File: config.mk
export PLATFORM = sky130hd
export DESIGN_NAME = if_fetch_ctrl
export DESIGN_NICKNAME = d
export VERILOG_FILES = /design/src/rtl/if_fetch_ctrl.sv
export SDC_FILE = /design/constraint.sdc
export NUM_CORES = 1
export LEC_CHECK = 0
export CORE_MARGIN = 8
export CORE_UTILIZATION = 30
export DETAILED_ROUTE_END_ITERATION = 6
export SYNTH_ARGS = -nofsm -noshare
export SYNTH_HDL_FRONTEND = slang
export SYNTH_SLANG_ARGS = --single-unit
export TNS_END_PERCENT = 20
File: constraint.sdc
create_clock -name clk -period 1.8 [get_ports clk]
set_input_delay 0.27 -clock clk [delete_from_list [all_inputs] [get_ports clk]]
set_output_delay 0.27 -clock clk [all_outputs]
set_load 0.005 [all_outputs]
File: src/rtl/if_fetch_ctrl.sv
// Fetch sequencer ahead of IF1: owns the fetch PC, issues one aligned icache read per
// fetch group with at most one outstanding, and squashes stale lines after a redirect.
module if_fetch_ctrl #(
  parameter logic [31:0] RESET_PC      = 32'h1c000000,
  parameter int          IB_WIDTH_LOG2 = 4
) (
  input  logic                     clk,
  input  logic                     resetn,
  input  logic                     redirect_valid,
  input  logic [31:0]              redirect_pc,
  input  logic [IB_WIDTH_LOG2:0]   ib_free,
  output logic                     req_valid,
  output logic [31:0]              req_addr,
  input  logic                     addr_ok,
  input  logic                     data_ok,
  output logic                     if1_valid,
  output logic [31:0]              if1_pc,
  output logic [2:0]               if1_num,
  output logic                     flush_if
);

  typedef enum logic [1:0] {
    S_IDLE,
    S_REQ,
    S_WAIT,
    S_CANCEL
  } state_t;

  localparam logic [IB_WIDTH_LOG2:0] GRP_INSNS = 4;

  state_t      r_state;
  state_t      w_state_nxt;
  logic [31:0] r_pc;
  logic [31:0] r_grp_pc;
  logic [31:0] w_pc_nxt;
  logic [31:0] w_grp_pc_nxt;
  logic [31:0] w_redir_pc;
  logic        w_redirect;
  logic        w_room;
  logic        w_req_valid;
  logic        w_if1_valid;

  assign w_redir_pc = redirect_pc & ~32'h3;
  assign w_redirect = redirect_valid && (r_state != S_IDLE);
  // Only request when the buffer can take a whole group, so IF1 never overflows it.
  assign w_room     = (ib_free >= GRP_INSNS);

  always_ff @(posedge clk or negedge resetn) begin
    if (!resetn) begin
      r_state  <= S_IDLE;
      r_pc     <= RESET_PC;
      r_grp_pc <= '0;
    end else begin
      r_state  <= w_state_nxt;
      r_pc     <= w_pc_nxt;
      r_grp_pc <= w_grp_pc_nxt;
    end
  end

  always_comb begin
    w_state_nxt  = r_state;
    w_pc_nxt     = r_pc;
    w_grp_pc_nxt = r_grp_pc;
    w_req_valid  = 1'b0;
    w_if1_valid  = 1'b0;
    case (r_state)
      S_IDLE: begin
        w_state_nxt = S_REQ;
      end
      S_REQ: begin
        // A redirect suppresses the request, so a simultaneous addr_ok cannot be taken.
        if (w_redirect) begin
          w_pc_nxt = w_redir_pc;
        end else begin
          w_req_valid = w_room;
          if (w_room && addr_ok) begin
            w_grp_pc_nxt = r_pc;
            w_pc_nxt     = {r_pc[31:4] + 28'd1, 4'b0000};
            w_state_nxt  = S_WAIT;
          end
        end
      end
      S_WAIT: begin
        if (w_redirect) begin
          w_pc_nxt    = w_redir_pc;
          w_state_nxt = data_ok ? S_REQ : S_CANCEL;
        end else if (data_ok) begin
          w_if1_valid = 1'b1;
          w_state_nxt = S_REQ;
        end
      end
      S_CANCEL: begin
        if (w_redirect) begin
          w_pc_nxt = w_redir_pc;
        end
        if (data_ok) begin
          w_state_nxt = S_REQ;
        end
      end
      default: begin
        w_state_nxt = S_IDLE;
      end
    endcase
  end

  assign req_valid = w_req_valid;
  assign req_addr  = resetn ? r_pc : '0;
  assign if1_valid = w_if1_valid;
  assign if1_pc    = w_if1_valid ? r_grp_pc : '0;
  // A group entered mid-line carries only the instructions from its word offset onward.
  assign if1_num   = w_if1_valid ? (3'd4 - {1'b0, r_grp_pc[3:2]}) : '0;
  assign flush_if  = w_redirect;

endmodule

==> flow_summary.json <==
{
  "status": "complete, but fails checks",
  "violations": "setup timing",
  "dr_total_vias": 3524,
  "synth.most_common_cell": "and2_1",
  "n_antenna_cell": 0,
  "arrival_ps": 1610,
  "avgSynthCellArea_um2": 9.21,
  "gp_congestion": 0.854,
  "placed_cells": 667,
  "drt_iter0_drc": 210,
  "synth_top_area_cell": "dfrtp_1",
  "vias_per_cell": 5.05,
  "dr.pass1.iters": 5,
  "place.detailed.hpwl_mm": 8.80,
  "cp_max_fo": 7,
  "die_h_um": 125,
  "async_flop_share_pct": 100,
  "fin_skew_ps": 8.66,
  "ir_drop_v": 0.000475,
  "finalNetCount": 590,
  "ant_nets": 0,
  "synth_seq_area_share_pct": 43.6,
  "fin_crit_sh_pct": 105,
  "rr_endpoint": "r_pc[21]",
  "cts_tree": "built",
  "portBuffers": 103,
  "worst_pin_slew_ps": 753,
  "clock_sinks": 62,
  "drc": 0,
  "start_util_pct": 30.2,
  "fin_crit_ps": 1880,
  "synth_flop_cell": "dfrtp_1",
  "worstPathRequired_ps": 1530,
  "finalNonFillerCells": 698,
  "fmax_mhz": 531,
  "wirelength_mm": 12.4,
  "cp-end-kind": "primary output",
  "clk_pin_slew_ps": 60,
  "grt_max_degree": 29,
  "rr_startpoint": "r_pc[5]",
  "final_hold_viol_count": 0,
  "grt_pass1_wl_mm": 20.2,
  "synth_top_area_share_pct": 41.4,
  "synth-edff-count": 0,
  "ios": 112,
  "gr-usage-all-layers_pct": 16.1,
  "die_area_um2": 15600,
  "yosysWarnings": 0,
  "rrSetupSlack_ps": 30,
  "num_rows": 40,
  "maxCapViolCount": 0,
  "area_growth_pct": 60.9,
  "layout_setup_ws_ps": -84.5,
  "hold_path.class": "input port to asynchronous set/reset pin",
  "maxSlewHeadroom_pct": 49.6,
  "grt_pass1_vias": 3729,
  "h-tree-depth": 3,
  "rr_worst_depth": 5,
  "dpl_cell_area_um2": 5190,
  "postSynthCellCount": 387,
  "cp_slowest_stage_delay_ps": 450,
  "cp_cell_sequence": "buf_4 > o21a_4 > clkdlybuf4s50_1",
  "drive_above_1_share_pct": 33.4,
  "antenna_found_initial": 0,
  "synthDistinctLibCells": 46,
  "numCtsBuffers": 9,
  "core_um2": 11800,
  "clock_latency_ps": 330,
  "clockBufferDepth": 2,
  "setup_violations": 27,
  "avgRoutedWirePerCell_um": 17.8,
  "rsz0062_at_grt": "true",
  "slew_violations": 0,
  "syn_area_um2": 3570,
  "fin_area_um2": 5740,
  "clock-root-buffer": "clkbuf_16",
  "criticalPathCategory": "register to primary output",
  "synthTopCellsByArea": "dfrtp_1 (41%), and2_1 (11%), mux2_2 (8.5%)",
  "synth_seq_cells": 62,
  "synth_common_cells": "and2_1 (61), dfrtp_1 (59), a21oi_1 (36), nand2_1 (28), mux2_2 (27)",
  "power.density_nw_per_um2": 1200,
  "p_leak_uw": 0.00253,
  "gr-total-overflow": 0,
  "start_kind": "register",
  "die_w_um": 125,
  "cp_slowest_cell": "clkdlybuf4s50_1"
}
[where the power goes]
group | switching [uW] | internal, uW | total, uW
Sequential | 441 | 1990 | 2430
Combinational | 1180 | 1430 | 2620
Clock | 602 | 1240 | 1850
Total | 2230 | 4670 | 6900
[sequential cells by signal (all words and copies together), names as in the netlist]
signal    count
r_grp_pc     30
r_pc         30
r_state       2
[critical path, delay by kind of cell (launching register included)]
family / cells / cell delay, ps
buffers and inverters: 2 / 640
flip-flops: 1 / 410
AO/OA/AOI/OAI: 1 / 230
[through the flow]
step | setup WS [ps] | TNS (ps) | hold WS, ps | util (%) | power (uW)
final | -84.5 | -532 | 90.7 | 48.6 | 6900
after global routing | -123 | -3440 | 113 | 48.6 | 7340
after CTS | -189 | -1750 | 90.1 | 47.5 | 6880
after detailed placement | -380 | -23200 | 223 | 44.0 | 4980
after global placement | -337 | -21560 | 220 | 44.0 | 4900
after floorplan | -2.78 | -2.78 | -25.6 | - | 3630
[worst max-delay path by stage]
| stage | from | endpoint | slack (ps) | depth (start not counted) |
|---|---|---|---|---|
| 2_1_floorplan | r_pc[6] | r_pc[21] | -3 | 6 |
| 3_3_place_gp | data_ok | if1_pc[14] | -340 | 6 |
| 3_5_place_dp | data_ok | if1_pc[20] | -380 | 6 |
| 4_1_cts | r_state[1] | if1_pc[25] | -190 | 7 |
| 5_1_grt | r_state[0] | flush_if | -120 | 3 |
| 6_report | r_state[0] | flush_if | -80 | 3 |
[area by class of cell]
class,count,area [um2]
Multi-Input combinational cell,288,1960
Fill cell,1114,6070
Clock buffer,12,246
Timing Repair Buffer,179,1700
Inverter,6,22.5
Clock inverter,4,70.1
Tap cell,147,184
Sequential cell,62,1560
[logic make-up after synthesis]
logic type / after synthesis / share of synthesized area [%]
adder cells (fa/ha/maj): 2 / 0.702
multiplexers: 28 / 8.81
buffers and inverters: 40 / 5.12
AND/OR/NAND/NOR: 162 / 25.6
AO/OA/AOI/OAI: 92 / 16.0
flip-flops: 62 / 43.6
other: 1 / 0.105
[what timing repair did]
action                                  CTS  global route
pin swaps                                16            14
hold endpoints to repair                 27             0
setup buffers                             7             3
endpoints found under the setup margin   42            55
hold buffers                              3             0
gates cloned                              4             0
resized for setup                       155            43
[cell usage in the layout (no fill, tap or decap), drive strengths merged, types with 6 or more instances in the layout]
master,instances
and3,9
nand4,15
dfrtp,59
clkdlybuf4s50,59
o21ai,19
nor3,8
nor2,16
clkbuf,12
buf,104
nand2,28
dlygate4sd2,9
a2bb2oi,8
o22ai,7
and2,62
mux2,27
nand3,13
a21oi,36
inv,6
[layer usage]
metal | vias to the layer above | track usage [%] | part of all wire [%]
met5 | - | 0 | 0
met4 | 0 | 6.73 | 1.9
met3 | 18 | 3.48 | 4.4
met2 | 81 | 27.6 | 49
met1 | 1722 | 19.1 | 45
li1 | 1703 | - | -
Note: power is estimated with default switching activity, not from simulation.
